## src/rtl/ad_avg_buf.sv

```systemverilog
// Frame averager for the eight ADC channels: sums 2^AVG_LOG2 frames per channel and
// emits each averaged frame as eight tagged words through a first-word-fall-through FIFO.
module ad_avg_buf #(
  parameter int AVG_LOG2 = 2,
  parameter int CAP_DLY  = 256,
  parameter int FIFO_AW  = 5
) (
  input  logic               clk,
  input  logic               rst,
  input  logic               flush,
  input  logic               clr_err,
  input  logic               val_dat,
  input  logic [13:0]        ad_dat0,
  input  logic [13:0]        ad_dat1,
  input  logic [13:0]        ad_dat2,
  input  logic [13:0]        ad_dat3,
  input  logic [13:0]        ad_dat4,
  input  logic [13:0]        ad_dat5,
  input  logic [13:0]        ad_dat6,
  input  logic [13:0]        ad_dat7,
  input  logic               rd_en,
  output logic [17:0]        dout,
  output logic               empty,
  output logic [FIFO_AW:0]   fifo_cnt,
  output logic               busy,
  output logic               frm_done,
  output logic               ovf,
  output logic               miss
);

  localparam int ACC_W = 14 + AVG_LOG2;
  localparam int DEPTH = 1 << FIFO_AW;
  localparam int DLY_W = (CAP_DLY < 1) ? 1 : $clog2(CAP_DLY + 1);
  localparam int FC_W  = (AVG_LOG2 < 1) ? 1 : AVG_LOG2;
  localparam logic [FC_W-1:0]  FRM_LAST = FC_W'((1 << AVG_LOG2) - 1);
  localparam logic [FIFO_AW:0] CNT_ROOM = (FIFO_AW + 1)'(DEPTH - 8);

  typedef enum logic [1:0] {IDLE, WAIT, ACC, EMIT} state_t;

  state_t            state, state_nxt;
  logic [DLY_W-1:0]  dly_cnt;
  logic [FC_W-1:0]   frm_cnt;
  logic [2:0]        ch_idx;
  logic [ACC_W-1:0]  acc [8];
  logic [13:0]       ad_in [8];
  logic              val_dat_r;
  logic              edge_det;
  logic              wr_en, rd_do, drop, done, acc_add, acc_clr;
  logic [17:0]       wr_word;
  logic [17:0]       mem [DEPTH];
  logic [FIFO_AW-1:0] wr_ptr, rd_ptr;
  logic [FIFO_AW:0]  cnt;

  assign ad_in[0] = ad_dat0;
  assign ad_in[1] = ad_dat1;
  assign ad_in[2] = ad_dat2;
  assign ad_in[3] = ad_dat3;
  assign ad_in[4] = ad_dat4;
  assign ad_in[5] = ad_dat5;
  assign ad_in[6] = ad_dat6;
  assign ad_in[7] = ad_dat7;

  assign edge_det = val_dat & ~val_dat_r;
  assign wr_word  = {ch_idx == 3'd0, ch_idx, 14'(acc[ch_idx] >> AVG_LOG2)};

  // Room for a whole frame is decided once on EMIT entry; reads can only add space after that.
  always_comb begin
    state_nxt = state;
    wr_en     = 1'b0;
    drop      = 1'b0;
    done      = 1'b0;
    acc_add   = 1'b0;
    acc_clr   = 1'b0;
    case (state)
      IDLE: if (edge_det) state_nxt = WAIT;
      WAIT: if (dly_cnt <= DLY_W'(1)) state_nxt = ACC;
      ACC: begin
        acc_add   = 1'b1;
        state_nxt = (frm_cnt == FRM_LAST) ? EMIT : IDLE;
      end
      EMIT: begin
        if (ch_idx == 3'd0 && cnt > CNT_ROOM) begin
          drop      = 1'b1;
          acc_clr   = 1'b1;
          state_nxt = IDLE;
        end else begin
          wr_en = 1'b1;
          if (ch_idx == 3'd7) begin
            done      = 1'b1;
            acc_clr   = 1'b1;
            state_nxt = IDLE;
          end
        end
      end
      default: state_nxt = IDLE;
    endcase
    if (flush) begin
      state_nxt = IDLE;
      wr_en     = 1'b0;
      drop      = 1'b0;
      done      = 1'b0;
      acc_add   = 1'b0;
      acc_clr   = 1'b1;
    end
  end

  always_ff @(posedge clk) begin
    if (rst) begin
      state     <= IDLE;
      dly_cnt   <= '0;
      ch_idx    <= '0;
      frm_cnt   <= '0;
      val_dat_r <= 1'b0;
      frm_done  <= 1'b0;
      ovf       <= 1'b0;
      miss      <= 1'b0;
      for (int i = 0; i < 8; i++) acc[i] <= '0;
    end else begin
      state     <= state_nxt;
      val_dat_r <= val_dat;
      frm_done  <= done;
      if (state == IDLE && edge_det) dly_cnt <= DLY_W'(CAP_DLY);
      else if (state == WAIT)        dly_cnt <= dly_cnt - DLY_W'(1);
      if (flush)      ch_idx <= '0;
      else if (wr_en) ch_idx <= ch_idx + 3'd1;
      if (acc_clr) begin
        frm_cnt <= '0;
        for (int i = 0; i < 8; i++) acc[i] <= '0;
      end else if (acc_add) begin
        frm_cnt <= frm_cnt + FC_W'(1);
        for (int i = 0; i < 8; i++) acc[i] <= acc[i] + ACC_W'(ad_in[i]);
      end
      // A set event in the same cycle as clr_err keeps the flag raised.
      if (drop)         ovf <= 1'b1;
      else if (clr_err) ovf <= 1'b0;
      if (edge_det && state != IDLE && !flush) miss <= 1'b1;
      else if (clr_err)                         miss <= 1'b0;
    end
  end

  assign rd_do = rd_en & ~empty & ~flush;

  always_ff @(posedge clk) begin
    if (wr_en) mem[wr_ptr] <= wr_word;
  end

  always_ff @(posedge clk) begin
    if (rst || flush) begin
      wr_ptr <= '0;
      rd_ptr <= '0;
      cnt    <= '0;
    end else begin
      if (wr_en) wr_ptr <= wr_ptr + FIFO_AW'(1);
      if (rd_do) rd_ptr <= rd_ptr + FIFO_AW'(1);
      case ({wr_en, rd_do})
        2'b10:   cnt <= cnt + (FIFO_AW + 1)'(1);
        2'b01:   cnt <= cnt - (FIFO_AW + 1)'(1);
        default: cnt <= cnt;
      endcase
    end
  end

  assign empty    = (cnt == '0);
  assign dout     = empty ? '0 : mem[rd_ptr];
  assign fifo_cnt = cnt;
  assign busy     = (state != IDLE);

endmodule
```

## config.mk

```make
export PLATFORM = sky130hd
export DESIGN_NAME = ad_avg_buf
export DESIGN_NICKNAME = d
export VERILOG_FILES = /design/src/rtl/ad_avg_buf.sv
export SDC_FILE = /design/constraint.sdc
export NUM_CORES = 1
export LEC_CHECK = 0
export CAP_MARGIN = 20
export CORE_AREA = 2 2 297 299
export DETAILED_ROUTE_END_ITERATION = 12
export DIE_AREA = 0 0 299 301
export PLACE_DENSITY_LB_ADDON = 0.25
export SYNTH_ARGS = -nofsm -noshare
export SYNTH_HDL_FRONTEND = slang
export SYNTH_SLANG_ARGS = --single-unit
```

## constraint.sdc

```tcl
create_clock -name clk -period 5.2 [get_ports clk]
set_input_delay 0.52 -clock clk [delete_from_list [all_inputs] [get_ports clk]]
set_output_delay 0.52 -clock clk [all_outputs]
set_load 0.03 [all_outputs]
```

==> metrics.md <==
| Metric | Value |
|---|---|
| Layout cell share with drive strength beyond 1 | 19.07% |
| CP max FO | 29 |
| Synth Area in Simple Gates | 6.554% |
| Crit Reg-Reg Startpoint | ch_idx[1]$_SDFFE_PP0P_ |
| Clock Power Share | 44.9% |
| Routed wl met3 | 4660 microns |
| FP Rows | 108 |
| GRT overflow | 0 |
| Post-synth EDFFs | 688 |
| WL per Instance | 23.64 microns |
| Avg Cell Area, Syn | 16.05 sq um |
| TritonCTS clock tree | done |
| Top Layer Used | met5 |
| Slew HR | 33.80% |
| Sequential fraction of the synthesis area | 63.65% |
| Placement Setup Slack | 1.318 ns |
| Met1 wire length | 36,090 microns |
| Synth Instances | 2,140 |
| Sw frac | 21.77% |
| Cts hold-fix bufs | 0 |
| Core Util, Final | 46.47% |
| CP Launch Type | flip-flop |
| Status | completed |
| WP data arrival | 3.93 ns |
| #FFs+latches synth | 748 |
| Top FF cell, synth | edfxtp_1 |
| Pre-Repair DR Iteration Count | 5 |
| Post-synthesis mux area share | 14.92% |
| RSZ-0062 raised after global routing | no |
| Max-slew violations | 0 |
| Syn. warnings | 0 |
| Port bufs | 146 |
| Net switching power | 0.002837 W |
| Largest net degree at the start of global routing | 58 |
| Most frequent cells in the layout | edfxtp_1 (688), mux4_2 (208), nor2_1 (169) |
| Distinct cell type count of the synthesized netlist | 71 |
| Required @ worst endpoint | 4.68 ns |
| Pwr Density | 324.3 nW/um^2 |
| Synthesized-area fraction occupied by adder cells | 5.057% |
| FMAX | 224.8 MHz |
| Synth Area in Compound Gates | 5.847% |
| Fill count | 7,442 |
| Vias | 19,600 |
| Total Routing Usage GR | 18.78% |
| Antenna violations before repair | 6 |
| Largest family of logic cells by synthesized area | multiplexers |
| Power Internal | 0.01020 W |
| GPL Wtd Cong | 0.8501 |
| Area of the mapped netlist | 34,340 sq um |
| Comb power frac | 4.8% |
| VDD IR max | 0.2735 mV |
| Clk_lat worst skew | 0.66 ns |
| Final Hold Vio Count | 0 |
| Via/cell ratio | 5.491 |
| DRC | 0 |
| Period utilisation layout | 85.55% |
| Part of the power in registers | 50.4% |
| Setup Skew | 0.05553 ns |
| Clk slew on worst S/H paths | 0.06 ns |
| Routed Antenna Nets | 0 |
| Clk buf depth | 3 |
| Min-delay src | frm_cnt[1]$_SDFFE_PP0P_ |
| R2R setup slack | 1.60 ns |
| Syn_nets | 2,392 |
| Die Width | 299 microns |
| Number of global-route vias before repair | 20,150 |
| Crit. End Element | output pin |
| Final setup margin | 0.7516 ns |
| Metal2 WL | 41,730 microns |
| Final number of setup-violating endpoints | 0 |
| H-tree depth | 3 |
| DRT iter0 DRCs | 1,646 |
| Setup bufs post-CTS | 0 |
| Max-cap violations | 0 |
| Storage element area | 21,870 sq um |
| Hold Path Class | reg -> reg |
| Dpl hpwl | 54,150 microns |
| Routed wire length | 84,370 microns |
| Hold Path Depth | 2 |
| Setup CP Type | reg -> out |
| FF-to-FF path depth | 18 |
| Clock Sinks | 748 |
| Num CTS Buffers | 82 |
| Commonest non-fill, non-tap cell in the layout | edfxtp_1 |
| Actual slew at the worst max-slew pin | 0.9930 ns |
| Total die area | 90,000 sq um |
| Nets | 2,598 |
| Core area | 86,480 sq um |
| Post-synth ARST share | 0% |
| Vert. Die Dim | 301 microns |
| Initial core utilization | 39.71% |
| Minimum clock period | 4.448 ns |
| R2R Path End | fifo_cnt[4]$_SDFFE_PP0P_ |
| Hold EP | frm_cnt[1]$_SDFFE_PP0P_ |
| Post-Synth XOR/XNOR Area | 2.321% |
| CTS root buf | clkbuf_16 |
| Multi-input logic area | 12,010 sq um |
| Setup TNS | 0 ns |
| Global-route wire length before repair | 126,100 microns |
| Leak | 13.90 nW |
| Post_cts resized | 0 |
| Total power after layout | 0.01303 W |
| Area Overhead vs Synth | 17.03% |
| # IOs | 147 |
## state kept, by name (all words and copies together), names as in the netlist, 3 cells and up, named ones only
| signal | cells |
|---|---|
| mem | 576 |
| acc | 128 |
| dly_cnt | 9 |
| fifo_cnt | 6 |
| rd_ptr | 5 |
| wr_ptr | 5 |
| ch_idx | 3 |
## power by group through the flow
stage | combinational, W | sequential (W) | clock (W)
floorplan | 0.000408 | 0.00668 | 0
global placement | 0.000598 | 0.00669 | 0
detailed placement | 0.000613 | 0.00669 | 0
CTS | 0.000618 | 0.00657 | 0.00597
global route | 0.000685 | 0.00657 | 0.00619
finish | 0.000619 | 0.00657 | 0.00585
## worst max-delay path, stage by stage, from the launching register on
cell and delay [ns]:
dfxtp_4 0.74, buf_4 0.45, mux4_2 0.55, mux4_2 0.51, mux2i_1 0.34, nor2_1 0.09
clkdlybuf4s50_1 0.61
## synth_stat cells, types with 41 or more instances
master | number | area share, %
xor2_1 | 44 | 1.1
edfxtp_1 | 688 | 60
mux4_2 | 208 | 14
a21oi_1 | 80 | 1.2
clkbuf_1 | 46 | 0.50
dfxtp_1 | 60 | 3.5
inv_1 | 47 | 0.51
xnor2_1 | 47 | 1.2
nand2_1 | 78 | 0.85
a21o_1 | 41 | 0.90
o21ai_0 | 50 | 0.73
nor2_1 | 201 | 2.2
ha_1 | 126 | 4.6
## metal layers
| metal | up-vias | track usage (%) |
|---|---|---|
| met5 | - | 0 |
| met4 | 6 | 4.964 |
| met3 | 117 | 3.528 |
| met2 | 539 | 31.42 |
| met1 | 10020 | 25.26 |
| li1 | 8912 | - |
## cell type report
type / instances / area share, %
clock inverter: 44 / 1.367
multi-input combinational: 1262 / 29.89
timing repair buffer: 204 / 4.813
tap: 1155 / 3.596
sequential: 748 / 54.42
antenna: 2 / 0.01245
inverter: 48 / 0.4483
clock buffer: 106 / 5.454
## worst max-delay path by stage
stage,startpoint,cells after the start,to,slack [ns]
3_5_place_dp,flip-flop,6,dout[14],1.32
4_1_cts,flip-flop,6,dout[14],0.66
3_3_place_gp,flip-flop,6,dout[14],1.33
5_1_grt,flip-flop,6,dout[14],0.52
6_report,flip-flop,6,dout[14],0.75
2_1_floorplan,ch_idx[0]$_SDFFE_PP0P_,17,fifo_cnt[4]$_SDFFE_PP0P_,1.31
## logic make-up after synthesis
kind of cell,Yosys count
simple gates,477
mux,250
compound gates,310
buf+inv,130
xor+xnor,91
flops,748
fa+ha+maj,134
## through the flow
step	hold slack, ns	area (sq um)	instances
2_1_floorplan	0.4367	34340	2140
3_3_place_gp	0.4458	37450	3417
3_5_place_dp	0.4543	37450	3417
4_1_cts	0.4626	40190	3567
5_1_grt	0.4834	40190	3569
6_report	0.4593	40190	3569
No activity file was read; power rests on OpenSTA's default activity.
